--- src/rtl/uart_tx_arbiter.sv ---
// Purpose: shares one uart_tx among NUM_REQ byte streams with packet-locked round-robin arbitration.
// Latency: a byte is launched (tx_start) the cycle after it is accepted; back-to-back bytes of one packet launch every frame+3 cycles.
// Backpressure: a requester holds valid/data/last until its one-cycle req_ready pulse; a stalled lock owner is dropped after HOLD_TIMEOUT idle cycles.
//
// Ports:
//   clk, reset             clock; synchronous active-high reset (shared with uart_tx)
//   req_valid/data/last    per-requester byte offer; requester i drives req_data[8i+7:8i]
//   req_ready              one-cycle accept pulse back to the requester whose byte was taken
//   tx_start, tx_data      launch pulse and byte to uart_tx; tx_data holds until the next launch
//   tx_busy                uart_tx frame in progress
//   grant_valid, grant_id  lock held / current or most recent owner (also the round-robin pointer)
//   bytes_sent             running count of launched bytes, wraps
//   timeout_pulse          one-cycle pulse when a stalled owner loses the lock
module uart_tx_arbiter #(
    parameter int NUM_REQ      = 3,
    parameter int ID_WIDTH     = 2,
    parameter int HOLD_TIMEOUT = 4096,
    parameter int CNT_WIDTH    = 16
) (
    input  logic                   clk,
    input  logic                   reset,
    input  logic [NUM_REQ-1:0]     req_valid,
    input  logic [8*NUM_REQ-1:0]   req_data,
    input  logic [NUM_REQ-1:0]     req_last,
    output logic [NUM_REQ-1:0]     req_ready,
    output logic                   tx_start,
    output logic [7:0]             tx_data,
    input  logic                   tx_busy,
    output logic                   grant_valid,
    output logic [ID_WIDTH-1:0]    grant_id,
    output logic [CNT_WIDTH-1:0]   bytes_sent,
    output logic                   timeout_pulse
);

    localparam int HC_W = (HOLD_TIMEOUT > 1) ? $clog2(HOLD_TIMEOUT) : 1;
    localparam logic [HC_W-1:0]     HOLD_LAST = HC_W'(HOLD_TIMEOUT - 1);
    localparam logic [ID_WIDTH-1:0] LAST_ID   = ID_WIDTH'(NUM_REQ - 1);

    typedef enum logic [1:0] {
        S_IDLE   = 2'd0,
        S_SETTLE = 2'd1,
        S_WAIT   = 2'd2,
        S_HOLD   = 2'd3
    } state_t;

    state_t               state, state_nxt;
    logic [HC_W-1:0]      hold_cnt, hold_cnt_nxt;
    logic                 last_flag, last_flag_nxt;
    logic [NUM_REQ-1:0]   req_ready_nxt;
    logic                 tx_start_nxt;
    logic [7:0]           tx_data_nxt;
    logic                 grant_valid_nxt;
    logic [ID_WIDTH-1:0]  grant_id_nxt;
    logic [CNT_WIDTH-1:0] bytes_sent_nxt;
    logic                 timeout_pulse_nxt;

    // Round-robin pick: first valid requester after the previous owner.
    logic                arb_found;
    logic [ID_WIDTH-1:0] arb_sel;

    always_comb begin
        arb_found = 1'b0;
        arb_sel   = grant_id;
        for (int k = 1; k <= NUM_REQ; k++) begin
            if (!arb_found && req_valid[(int'(grant_id) + k) % NUM_REQ]) begin
                arb_found = 1'b1;
                arb_sel   = ID_WIDTH'((int'(grant_id) + k) % NUM_REQ);
            end
        end
    end

    // Candidate for capture: the arbitration winner when idle, otherwise the lock owner.
    logic [ID_WIDTH-1:0] cap_id;
    logic                cap_vld;
    logic [7:0]          cap_data;
    logic                cap_last;
    logic [NUM_REQ-1:0]  cap_onehot;

    always_comb begin
        cap_id     = (state == S_HOLD) ? grant_id : arb_sel;
        cap_vld    = 1'b0;
        cap_data   = 8'd0;
        cap_last   = 1'b0;
        cap_onehot = '0;
        for (int i = 0; i < NUM_REQ; i++) begin
            if (cap_id == ID_WIDTH'(i)) begin
                cap_vld       = req_valid[i];
                cap_data      = req_data[8*i +: 8];
                cap_last      = req_last[i];
                cap_onehot[i] = 1'b1;
            end
        end
    end

    always_comb begin
        logic capture;
        capture           = 1'b0;
        state_nxt         = state;
        hold_cnt_nxt      = hold_cnt;
        last_flag_nxt     = last_flag;
        req_ready_nxt     = '0;
        tx_start_nxt      = 1'b0;
        timeout_pulse_nxt = 1'b0;
        tx_data_nxt       = tx_data;
        grant_valid_nxt   = grant_valid;
        grant_id_nxt      = grant_id;
        bytes_sent_nxt    = bytes_sent;

        case (state)
            S_IDLE: begin
                if (!tx_busy && arb_found) begin
                    capture = 1'b1;
                end
            end
            // uart_tx raises busy one cycle after tx_start, so busy is meaningless here.
            S_SETTLE: begin
                state_nxt = S_WAIT;
            end
            S_WAIT: begin
                if (!tx_busy) begin
                    if (last_flag) begin
                        // grant_id stays as the round-robin pointer.
                        grant_valid_nxt = 1'b0;
                        state_nxt       = S_IDLE;
                    end else begin
                        hold_cnt_nxt = '0;
                        state_nxt    = S_HOLD;
                    end
                end
            end
            S_HOLD: begin
                // A byte arriving on the terminal count wins over the timeout.
                if (cap_vld) begin
                    capture = 1'b1;
                end else if (hold_cnt == HOLD_LAST) begin
                    timeout_pulse_nxt = 1'b1;
                    grant_valid_nxt   = 1'b0;
                    state_nxt         = S_IDLE;
                end else begin
                    hold_cnt_nxt = hold_cnt + HC_W'(1);
                end
            end
            default: begin
                state_nxt = S_IDLE;
            end
        endcase

        if (capture) begin
            tx_data_nxt     = cap_data;
            tx_start_nxt    = 1'b1;
            req_ready_nxt   = cap_onehot;
            grant_id_nxt    = cap_id;
            grant_valid_nxt = 1'b1;
            last_flag_nxt   = cap_last;
            bytes_sent_nxt  = bytes_sent + CNT_WIDTH'(1);
            state_nxt       = S_SETTLE;
        end
    end

    always_ff @(posedge clk) begin
        if (reset) begin
            state         <= S_IDLE;
            hold_cnt      <= '0;
            last_flag     <= 1'b0;
            req_ready     <= '0;
            tx_start      <= 1'b0;
            tx_data       <= 8'd0;
            grant_valid   <= 1'b0;
            grant_id      <= LAST_ID;
            bytes_sent    <= '0;
            timeout_pulse <= 1'b0;
        end else begin
            state         <= state_nxt;
            hold_cnt      <= hold_cnt_nxt;
            last_flag     <= last_flag_nxt;
            req_ready     <= req_ready_nxt;
            tx_start      <= tx_start_nxt;
            tx_data       <= tx_data_nxt;
            grant_valid   <= grant_valid_nxt;
            grant_id      <= grant_id_nxt;
            bytes_sent    <= bytes_sent_nxt;
            timeout_pulse <= timeout_pulse_nxt;
        end
    end

endmodule

--- config.mk ---
export PLATFORM = sky130hd
export DESIGN_NAME = uart_tx_arbiter
export DESIGN_NICKNAME = d
export VERILOG_FILES = /design/src/rtl/uart_tx_arbiter.sv
export SDC_FILE = /design/constraint.sdc
export NUM_CORES = 1
export LEC_CHECK = 0
export CORE_MARGIN = 3
export CORE_UTILIZATION = 45
export CTS_CLUSTER_SIZE = 12
export DETAILED_ROUTE_END_ITERATION = 8
export GPL_ROUTABILITY_DRIVEN = 0
export PLACE_DENSITY = 0.73
export SLEW_MARGIN = 20
export SYNTH_ARGS = -nofsm -noshare
export SYNTH_HDL_FRONTEND = slang
export SYNTH_SLANG_ARGS = --single-unit
--- constraint.sdc ---
create_clock -name clk -period 4.4 [get_ports clk]
set_input_delay 1.32 -clock clk [delete_from_list [all_inputs] [get_ports clk]]
set_output_delay 1.32 -clock clk [all_outputs]
set_load 0.02 [all_outputs]
== Word-level counts from Yosys, hierarchy flattened ==
Cells that the tools add are included.
Storage, ports and cells
  bits in registers: 47
  bits of input ports: 33
  output and inout port bits: 32
  logic and storage cells: 108
Operators by class
  add/subtract/negate cells: 5
  div/mod/pow operators: 3
  $lt $le $gt $ge: 3
  eq/ne operators: 15
  mux-type cells: 50
  bitwise operators: 2
  reduce and logical (&&, ||, !) cells: 19
Operators with widths (number)
  $lt A32 B4 Y1 const B: 3
  $mod A32 B3 Y32 const B: 3
  $mux W12: 4
  $mux W1: 28
  $mux W8: 3
  $pmux W12 S2: 1
  $add A16 B1 Y16 const B: 1
  $mux W2: 8
  $add A12 B1 Y12 const B: 1
  $eq A12 B12 Y1 const B: 1
  $reduce_and A5 Y1: 2
  $ne A2 B2 Y1 const B: 4
  $reduce_and A4 Y1: 2
  $add A2 B2 Y3 const B: 2
  $bmux W1 S2: 3
  $eq A2 B2 Y1 const B: 3
  $ne A3 B3 Y1 const B: 2
  $pmux W2 S3: 1
  $reduce_bool A3 Y1: 2
  $eq A2 B1 Y1 const B: 2
  $logic_not A2 Y1: 2
  $pmux W1 S2: 2
  $reduce_bool A4 Y1: 1
  $reduce_or A2 Y1: 2
  9 further kinds: 14

== Longest topological paths before layout ==
  depth in word-level cells: 21
  depth in mapped cells: 14
  depth with buffers taken out: 10

== Least setup slack after synthesis ==
Ideal clock, no wire load.
  kind: in2reg
  start: input req_valid[2]
  end: register state[0]
  library setup time: 122 ps
  arrival time: 3501 ps
  data required time: 4278 ps
  slack: 777 ps
  cell stages on the path: 9
  buffers on the path: 1
  cells stage by stage: buf_2 -> nor2_1 -> a21oi_1 -> o41ai_1 -> a221o_2 -> nor2_1 -> a2111o_1 -> or2_0 -> a221o_1
On the way
  word-level cells in the longest chain between the ends: 19
  elaborated cells between the ends (all ways): 36
  classes of those cells: eq/ne: 5; mux: 23; reduce/logical: 8
Ends and longest elaborated chain
  start: declaration: line 22  | input logic [NUM_REQ-1:0] req_valid,
  $bmux W1 S2: line 65  | if (!arb_found && req_valid[(int'(grant_id) + k) % NUM_REQ]) begin
  $mux W1 (not written as such) (2 in a row): line 65
  $mux W1: line 65
  $logic_not A1 Y1: line 65
  $logic_and A1 B1 Y1: line 65
  $mux W1: line 65
  $logic_not A1 Y1: line 65
  $logic_and A1 B1 Y1: line 65
  $mux W2: line 65
  $mux W2: line 80  | cap_id = (state == S_HOLD) ? grant_id : arb_sel;
  $logic_not A2 Y1: line 86  | if (cap_id == ID_WIDTH'(i)) begin
  $mux W1 (3 in a row): line 86
  $mux W1: line 133  | if (cap_vld) begin
  $pmux W1 S2: line 109  | case (state)
  $ne A3 B1 Y1 (no line), or another cell as far along
  $reduce_and A4 Y1 (no line)
  end signal: assignment: line 173  | state <= state_nxt;
  end: declaration: line 46  | state_t state, state_nxt;
Several ways; a longest one is shown, not always the timed one. The select of a mux whose other input is x is not followed.
A chain may end at the register's enable or synchronous reset.

== Worst setup path after layout ==
  start: input req_valid[0]
  end: register bytes_sent[15]
On the way
  word-level cells in the longest chain between the ends: 17
  elaborated cells between the ends (all ways): 30
  classes of those cells: eq/ne: 2; mux: 22; reduce/logical: 6
Ends and longest elaborated chain
  $bmux W1 S2: line 65
  $mux W1 (not written as such) (2 in a row): line 65
  $mux W1: line 65
  $logic_not A1 Y1: line 65
  $logic_and A1 B1 Y1: line 65
  $mux W1: line 65
  $logic_not A1 Y1: line 65
  $logic_and A1 B1 Y1: line 65
  $mux W2: line 65
  $mux W2: line 80
  $logic_not A2 Y1: line 86
  $mux W1 (3 in a row): line 86
  $mux W1: line 133
  $pmux W1 S2 *: line 109
  end signal: assignment: line 181  | bytes_sent <= bytes_sent_nxt;
  end: declaration: line 31  | output logic [CNT_WIDTH-1:0] bytes_sent,
Mark *: on every way between the ends. The rest lies on a longest branch, timed or not. The select of a mux whose other input is x is not followed.

==> metrics.txt <==
most frequent cells in the layout 64 x clkdlybuf4s50_1, 54 x nand2_1, 47 x dfxtp_1; n_diodes 0; status finished clean; share of layout cells above drive strength 1 0.0734; CP required 4640 ps; Worst Reg2Reg Path Length in Cells 11; DRT Wirelength approximately 7500 µm; Top FF cell, synth dfxtp_1; crit path kind input pin to register; Max clock buf depth 2; Synth warnings 0; Post-DRT Antenna Nets 0; CTS tree yes; cell depth of the worst hold path 2; Post-Layout Cell Count 511; hold_sp tx_data[2]; CTS H-tree depth 2; Synth cell types 60; Initial Utilization 0.472; Final Max Tran Viols 0; routed vias/inst 5.82; CP Cell Sequence clkdlybuf4s50_1 > nor3b_1 > o211ai_1 > a311oi_1 > or2_2 > a31oi_1 > o21a_1 > buf_12 > or4_1 > a21oi_1; chip width 85.5 µm; Placed Instances 503; TritonCTS Buffers 5; r2r startpoint grant_id[1]; Cells after Synth 372; post-route core utilization 0.613; initial antenna violation count 0; final setup fails 0; minimum setup slack among reg-to-reg paths 980 ps; Post-synth ARST share 0; clock slew at reported path FFs 90 ps; vias in the first global route 2885; hold_ws around 490 ps; max cap viols 0; syn nets 414; dpl hpwl 5450 µm; nets@finish 477; CTS Hold Buffers Added 0; CP max stage delay 660 ps; gr ovfl total 0; postcts setup bufs 0; Die Height 85.5 µm; violation count after the first detailed-routing iteration 96; total core area 6030 µm²; Syn Area/Cell ~7.6 µm²; CTS sink cnt 47; Post-Syn Area 2850 µm²; CP max-delay cell clkdlybuf4s50_1; crit path max fanout 31; first-pass GRT wire length 12700 µm; reg-to-reg critical path endpoint bytes_sent[15]; period utilisation layout 0.909; clock latency on the worst-skew pair 310 ps; CP arrival between 4000 and 5000 ps; post-layout min period roughly 4000 ps; CP endpoint kind register; final hold viol count 0; static leakage 1.35 nW; Total GRT Usage 0.210; Seq cells post-synth 47; number of remaining DRC errors 0; Post-synth EDFFs 0; PortBufs 64; largest net degree at the start of global routing 32; Peak Freq 250 MHz; via count just under 3000; sequential area share after synthesis 0.331; Worst Setup SP req_valid[0]; Post-Route Skew between 8 and 9 ps; max_slew headroom 0.460; Die ar. 7310 µm²; Gates resized, CTS repair 0; root buf cell clkbuf_8; commonest non-fill, non-tap cell in the layout clkdlybuf4s50_1; Pwr per Cell Area approximately 600 nW/µm²; num ports 65; total power ~0.0023 W; worst hold endpoint tx_data[2]; Least-Margin Pin Slew 807 ps; Hold Path Class register to register; RSZ-0062 raised after global routing false; WL per Instance 14.6 µm; Syn-to-layout area delta 29.8%; Pre-antenna DRT Iters 4; Peak VDD IR 0.337 mV; Rows 28; Setup crit start kind input pin; Fin Setup TNS 0 ps
layer usage:
metal | up-vias | GRT usage | part of all wire
met5 | - | 0 | 0
met4 | 0 | 0.0547 | 0.010
met3 | 8 | 0.0605 | 0.061
met2 | 87 | 0.348 | 0.47
met1 | 1381 | 0.269 | 0.46
li1 | 1496 | - | -
state kept, by name (all words and copies together), names as in the netlist:
| name | cells |
|---|---|
| grant_valid | 1 |
| state | 2 |
| timeout_pulse | 1 |
| req_ready | 3 |
| hold_cnt | 12 |
| grant_id | 2 |
| last_flag | 1 |
| tx_data | 8 |
| bytes_sent | 16 |
| tx_start | 1 |
cells by family after synthesis:
logic type      share of synthesized area
buf+inv                            0.0488
xor+xnor                          0.00924
fa+ha+maj                          0.0396
mux                                0.0180
flops                               0.331
simple gates                        0.289
compound gates                      0.265
power by group:
group / internal (W) / switching (W)
Clock: 0.000115 / 0.000159
Sequential: 0.000507 / 0.0000668
Combinational: 0.000574 / 0.000832
area by class of cell:
cell class	instances	area, µm²
repair buffers	78	758
inverters	12	45.0
well taps	75	93.8
clock inverters	2	16.3
fillers	554	2330
clock buffers	6	72.6
flip-flops and latches	47	941
multi-input cells	291	1770
stage by stage:
step	setup WS [ps]	area [µm²]
finish	400	3690
global route	241	3690
CTS	446	3690
detailed placement	117	3600
global placement	211	3600
floorplan	777	2850
cells in the mapped netlist, types with 6 or more instances:
library cell  number  area share
o21ai_0           16       0.028
a21oi_1           31       0.055
clkbuf_1          12       0.016
nand2_1           54       0.071
nand3_1           13       0.023
a31oi_1            6       0.013
inv_1             11       0.015
or3_1             11       0.024
nor2_1            32       0.042
a221oi_1          10       0.031
dfxtp_1           47        0.33
buf_2              9       0.016
nor3_1            15       0.026
or4_1              6       0.016
ha_1               9       0.040
critical path, delay by kind of cell:
kind,cells,cell delay [ps]
compound gates,5,1070
buf+inv,2,840
simple gates,3,990
worst max-delay path by stage:
stage	cells past startpoint	endpoint	slack, ps
after floorplan	9	state[0]	780
after global placement	10	bytes_sent[9]	210
after detailed placement	10	bytes_sent[15]	120
after CTS	10	bytes_sent[15]	450
after global routing	10	bytes_sent[15]	240
final	10	bytes_sent[15]	400
Power figures use the tool's default switching activity.
